[config.mk]
export PLATFORM = sky130hd
export DESIGN_NAME = reg_bank_responder
export DESIGN_NICKNAME = d
export VERILOG_FILES = /design/src/rtl/reg_bank_responder.sv
export SDC_FILE = /design/constraint.sdc
export NUM_CORES = 1
export LEC_CHECK = 0
export ABC_AREA = 0
export ABC_CLOCK_PERIOD_IN_PS = 5500
export BUFFER_PORTS_ARGS = -buffer_cell sky130_fd_sc_hd__buf_2
export CORE_MARGIN = 10
export CORE_UTILIZATION = 55
export CTS_CLUSTER_DIAMETER = 60
export DETAILED_ROUTE_END_ITERATION = 6
export PLACE_DENSITY_LB_ADDON = 0.1
export SLEW_MARGIN = 20
export SYNTH_ARGS = -nofsm -noshare
export SYNTH_HDL_FRONTEND = slang
export SYNTH_SLANG_ARGS = --single-unit
[constraint.sdc]
create_clock -name clk -period 5.5 [get_ports clk]
set_input_delay 0.55 -clock clk [delete_from_list [all_inputs] [get_ports clk]]
set_output_delay 0.55 -clock clk [all_outputs]
set_load 0.1 [all_outputs]
[src/rtl/reg_bank_responder.sv]
// reg_bank_responder
//   Register bank that sits behind the serial command controller. Writes
//   land directly in the bank; a read request snapshots one register and
//   streams it to the serial transmitter one word at a time, most
//   significant word first, using a dv/done handshake per word.
//
// Ports
//   clk          clock, all logic on the rising edge
//   i_reset      synchronous active-high reset
//   i_w_addr     write address
//   i_w_data     write value (VALUE_WORDS*WORD_WIDTH bits)
//   i_w_en       write strobe, one write per high cycle
//   i_r_addr     read address
//   i_r_en       read strobe, rising edge starts a response
//   o_tx_data    word presented to the transmitter
//   o_tx_dv      one-cycle pulse: o_tx_data valid, start transmit
//   i_tx_done    one-cycle pulse from transmitter: word finished
//   o_busy       high while a response is in progress
//   o_overrun    sticky flag: a read arrived while busy and was dropped
//   o_regs       flat register contents, reg k at [(k+1)*V*W-1 : k*V*W]
//
// Build option
//   REG_BANK_ERR_RESP_EN  when defined, a read of an unimplemented address
//                         answers with a single 0xEE word instead of
//                         VALUE_WORDS zero words.
//
// state | meaning
// IDLE  | no response in progress, waiting for a read edge
// SEND  | present top word, pulse o_tx_dv
// WAIT  | hold the word until the transmitter reports done

module reg_bank_responder #(
  parameter int WORD_WIDTH  = 8,
  parameter int VALUE_WORDS = 4,
  parameter int NUM_REGS    = 16
) (
  input  logic                                    clk,
  input  logic                                    i_reset,
  input  logic [WORD_WIDTH-1:0]                   i_w_addr,
  input  logic [VALUE_WORDS*WORD_WIDTH-1:0]       i_w_data,
  input  logic                                    i_w_en,
  input  logic [WORD_WIDTH-1:0]                   i_r_addr,
  input  logic                                    i_r_en,
  output logic [WORD_WIDTH-1:0]                   o_tx_data,
  output logic                                    o_tx_dv,
  input  logic                                    i_tx_done,
  output logic                                    o_busy,
  output logic                                    o_overrun,
  output logic [NUM_REGS*VALUE_WORDS*WORD_WIDTH-1:0] o_regs
);

  localparam int VAL_W = VALUE_WORDS * WORD_WIDTH;
  localparam int CNT_W = $clog2(VALUE_WORDS + 1);
  localparam int IDX_W = (NUM_REGS > 1) ? $clog2(NUM_REGS) : 1;

  // One extra bit so NUM_REGS == 2**WORD_WIDTH is still representable.
  localparam logic [WORD_WIDTH:0] NUM_REGS_W = (WORD_WIDTH + 1)'(NUM_REGS);
  localparam logic [CNT_W-1:0]    LAST_CNT   = CNT_W'(VALUE_WORDS - 1);

`ifdef REG_BANK_ERR_RESP_EN
  localparam logic [WORD_WIDTH-1:0] ERR_WORD = WORD_WIDTH'('hEE);
`endif

  typedef enum logic [1:0] {
    ST_IDLE,
    ST_SEND,
    ST_WAIT
  } state_t;

  state_t state_q;
  state_t state_d;

  logic [VAL_W-1:0] regs_q [NUM_REGS];
  logic [VAL_W-1:0] shift_q;
  logic [CNT_W-1:0] cnt_q;
  logic             prev_r_en_q;
  logic             overrun_q;

  logic             rd_req;
  logic             load_snap;
  logic             advance;
  logic             w_in_range;
  logic             r_in_range;
  logic [VAL_W-1:0] snap_val;
  logic [CNT_W-1:0] snap_cnt;

  assign rd_req     = i_r_en & ~prev_r_en_q;
  assign w_in_range = ({1'b0, i_w_addr} < NUM_REGS_W);
  assign r_in_range = ({1'b0, i_r_addr} < NUM_REGS_W);

  // Register bank. Non-blocking update means a read snapshot taken on the
  // same edge as a write to the same address sees the old value.
  always_ff @(posedge clk) begin
    if (i_reset) begin
      for (int k = 0; k < NUM_REGS; k++) begin
        regs_q[k] <= '0;
      end
    end else if (i_w_en && w_in_range) begin
      regs_q[i_w_addr[IDX_W-1:0]] <= i_w_data;
    end
  end

  for (genvar k = 0; k < NUM_REGS; k++) begin : g_flat
    assign o_regs[k*VAL_W +: VAL_W] = regs_q[k];
  end

  // Snapshot source. The error word is loaded into the top word with the
  // counter preset to the last word, so the normal WAIT exit sends just one.
  always_comb begin
    snap_val = '0;
    snap_cnt = '0;
    if (r_in_range) begin
      snap_val = regs_q[i_r_addr[IDX_W-1:0]];
    end else begin
`ifdef REG_BANK_ERR_RESP_EN
      snap_val[VAL_W-1 -: WORD_WIDTH] = ERR_WORD;
      snap_cnt                        = LAST_CNT;
`endif
    end
  end

  always_ff @(posedge clk) begin
    if (i_reset) begin
      state_q <= ST_IDLE;
    end else begin
      state_q <= state_d;
    end
  end

  always_comb begin
    state_d   = state_q;
    o_tx_dv   = 1'b0;
    load_snap = 1'b0;
    advance   = 1'b0;
    case (state_q)
      ST_IDLE: begin
        if (rd_req) begin
          load_snap = 1'b1;
          state_d   = ST_SEND;
        end
      end
      ST_SEND: begin
        o_tx_dv = 1'b1;
        state_d = ST_WAIT;
      end
      ST_WAIT: begin
        if (i_tx_done) begin
          advance = 1'b1;
          state_d = (cnt_q == LAST_CNT) ? ST_IDLE : ST_SEND;
        end
      end
      default: begin
        state_d = ST_IDLE;
      end
    endcase
  end

  always_ff @(posedge clk) begin
    if (i_reset) begin
      shift_q     <= '0;
      cnt_q       <= '0;
      prev_r_en_q <= 1'b0;
      overrun_q   <= 1'b0;
    end else begin
      prev_r_en_q <= i_r_en;
      if (rd_req && (state_q != ST_IDLE)) begin
        overrun_q <= 1'b1;
      end
      if (load_snap) begin
        shift_q <= snap_val;
        cnt_q   <= snap_cnt;
      end else if (advance) begin
        shift_q <= shift_q << WORD_WIDTH;
        cnt_q   <= cnt_q + 1'b1;
      end
    end
  end

  // The word on the wire is always the top of the shift register; it only
  // moves on done, so it is stable for the whole SEND/WAIT of a word.
  assign o_tx_data = shift_q[VAL_W-1 -: WORD_WIDTH];
  assign o_busy    = (state_q != ST_IDLE);
  assign o_overrun = overrun_q;

endmodule

==> impl_metrics.toml <==
[detailed_routing]
drc_errors = 0
wl_um = 90700
antenna_left = 0
drt-wirelength-per-cell_um = 33.0
vias = 17000
drtIter0Drc = 2159
vias_per_cell = 6.20
drt_first_pass_iters = 5

[run]
drv_cap = 0

[cts]
clkTransAtPathRegs_ps = 60
cts_made_buffers = 56
hold_buffers = 0
cts_tree = "built"
h-tree-depth = 2
cts_max_path_buffers = 3
post_cts_resize_count = 0
clkSinkCount = 551
clk_latency_ps = 610
root_buffer = "clkbuf_16"
cts_setup_buffers = 0

[sta]
relSlewSlack_pct = 27.8
timing.final.crit_period_ps = 2950
setup-violations-final = 0
finalHoldViolations = 0
finClkSkew_ps = 14.8
drv_slew = 0
fmax_ghz = 0.339
period_share_pct = 53.7
setup_ws_ps = 2550
rsz0062_at_grt = "false"
setup_tns_ps = 0
timing.hold.ws_ps = 264
tightest_slew_ps = 1080

[critical_path]
crit_type = "primary input to flop"
r2r_slack_ps = 3190
cp_max_fo = 23
worst_setup_path_end_kind = "flop"
critPathArrivalTime_ps = 3250
startpoint = "i_reset"
r2r_start = "state_q[0]"
endpoint = "regs_q[14][20]"
crit_required_ps = 5800
timing.rr.end = "shift_q[5]"
start_kind = "primary input"
reg2reg_depth = 4

[synth]
yosysSeqAreaShare_pct = 65.3
ys_ff_latch = 551
yosysTopAreaCellShare_pct = 62.2
ys.warnings.count = 0
synth_edf_count = 512
syn_inst = 1581
synthesis.nets = 1636
avgSynthCellArea_um2 = 15.6
async_reset_ff_share_pct = 0
ys_types = 46
syn_area_mm2 = 0.0247
synth_top_area_cell = "edfxtp_1"
synthTopCellsByArea = "edfxtp_1, and2_1, mux4_2"
synthFlopType = "edfxtp_1"

[outcome]
status = "complete, no violations"

[global_routing]
grt_max_degree = 69
overflow = 0
antenna_found_initial = 4
grt_pass1_vias = 17200
track_usage_pct = 32.8
grt_pass1_wl_um = 126000

[floorplan]
die-width_um = 232
pin_count = 576
dieArea_mm2 = 0.0539
start_util_pct = 55.8
coreArea_mm2 = 0.0443
die_h_um = 232
fp-row-count = 77

[final_layout]
area_delta_synth_final_pct = 21.3
layout-drive-gt1-share_pct = 40.4
fillers = 3194
final_cell_mix = "buf_2, and2_1, edfxtp_1"
final_nets = 2158
final_common_cell = "buf_2"

[power]
power.density_mw_per_mm2 = 372
ir_drop_mv = 0.379
p_leak_nw = 11.6

[min_path]
hold_class = "primary input to flop"

[placed_design]
io_buffers = 575
hpwlAfterDp_um = 62900
gp_congestion = 0.900
pre_cts_ws_ps = 1960
-- worst max-delay path, cell delays in order --
cell and delay [ps]:
buf_2 270, nor2b_1 350, nand4b_1 680, o21ai_4 980
buf_4 390
-- cell usage after synthesis, types with 5 or more instances --
library cell  count
a22o_1           38
dfxtp_1          39
nor3_1            7
nor2b_1          10
o21ai_0          28
edfxtp_1        512
and2_1          514
clkbuf_1         95
buf_6             6
buf_4            11
o22ai_1           8
or2_2             9
nand3b_1          5
a21oi_1          24
nand2_1           5
o221ai_1         18
nor2_1           21
mux4_2          126
mux2i_1          27
a21o_1            8
buf_2            29
-- flip-flops by register name, summed over array words and instances, names as in the netlist --
| signal | count |
|---|---|
| cnt_q | 3 |
| shift_q | 32 |
| regs_q | 512 |
| o_overrun | 1 |
| prev_r_en_q | 1 |
| state_q | 2 |
-- layout make-up --
| type | instances | area, um^2 | area share [%] |
|---|---|---|---|
| diodes | 2 | 5.00 | 0.0167 |
| inverters | 3 | 11.3 | 0.0375 |
| multi-input cells | 884 | 8140 | 27.1 |
| well taps | 592 | 741 | 2.47 |
| clock inverters | 28 | 228 | 0.759 |
| repair buffers | 607 | 3150 | 10.5 |
| flip-flops and latches | 551 | 16200 | 53.9 |
| clock buffers | 76 | 1570 | 5.23 |
-- per-stage QoR --
stage | area (um^2) | util (%) | power, mW | instances
after floorplan | 24700 | - | 6.94 | 1581
after global placement | 28200 | 63.6 | 7.45 | 2636
after detailed placement | 28200 | 63.6 | 7.47 | 2637
after CTS | 30000 | 67.7 | 11.2 | 2741
after global routing | 30000 | 67.7 | 11.4 | 2743
final | 30000 | 67.7 | 11.2 | 2743
-- worst min path at each step --
| stage | depth (start not counted) | endpoint | start |
|---|---|---|---|
| finish | 2 | prev_r_en_q | i_r_en |
| global route | 2 | prev_r_en_q | i_r_en |
| CTS | 2 | prev_r_en_q | i_r_en |
| detailed placement | 1 | shift_q[4] | shift_q[4] |
| global placement | 2 | o_overrun | o_overrun |
| floorplan | 1 | shift_q[0] | shift_q[0] |
-- cells by family (layout without fill, tap and decap cells) --
logic type	after synthesis	count (layout)	share of synthesized area (%)
simple gates	587	587	14.8
flops	551	551	65.3
mux	160	160	13.0
buf+inv	146	714	2.76
compound gates	134	134	4.02
fa+ha+maj	2	2	0.101
xor+xnor	1	1	0.0354
other cells	0	2	0
-- routing by layer --
layer	GRT usage, %	share of wire, %	wire, um	up-vias
met5	0	0	0	-
met4	11.4	3.2	2860	0
met3	8.44	12	10700	153
met2	53.9	49	44700	1275
met1	41.8	36	32300	8633
li1	-	-	-	6943
-- where the power goes --
part / leakage (nW) / internal (mW) / switching, mW
Combinational: 5.53 / 0.384 / 2.03
Sequential: 5.18 / 4.79 / 0.179
Clock: 0.879 / 2.14 / 1.63
Power figures use the tool's default switching activity.
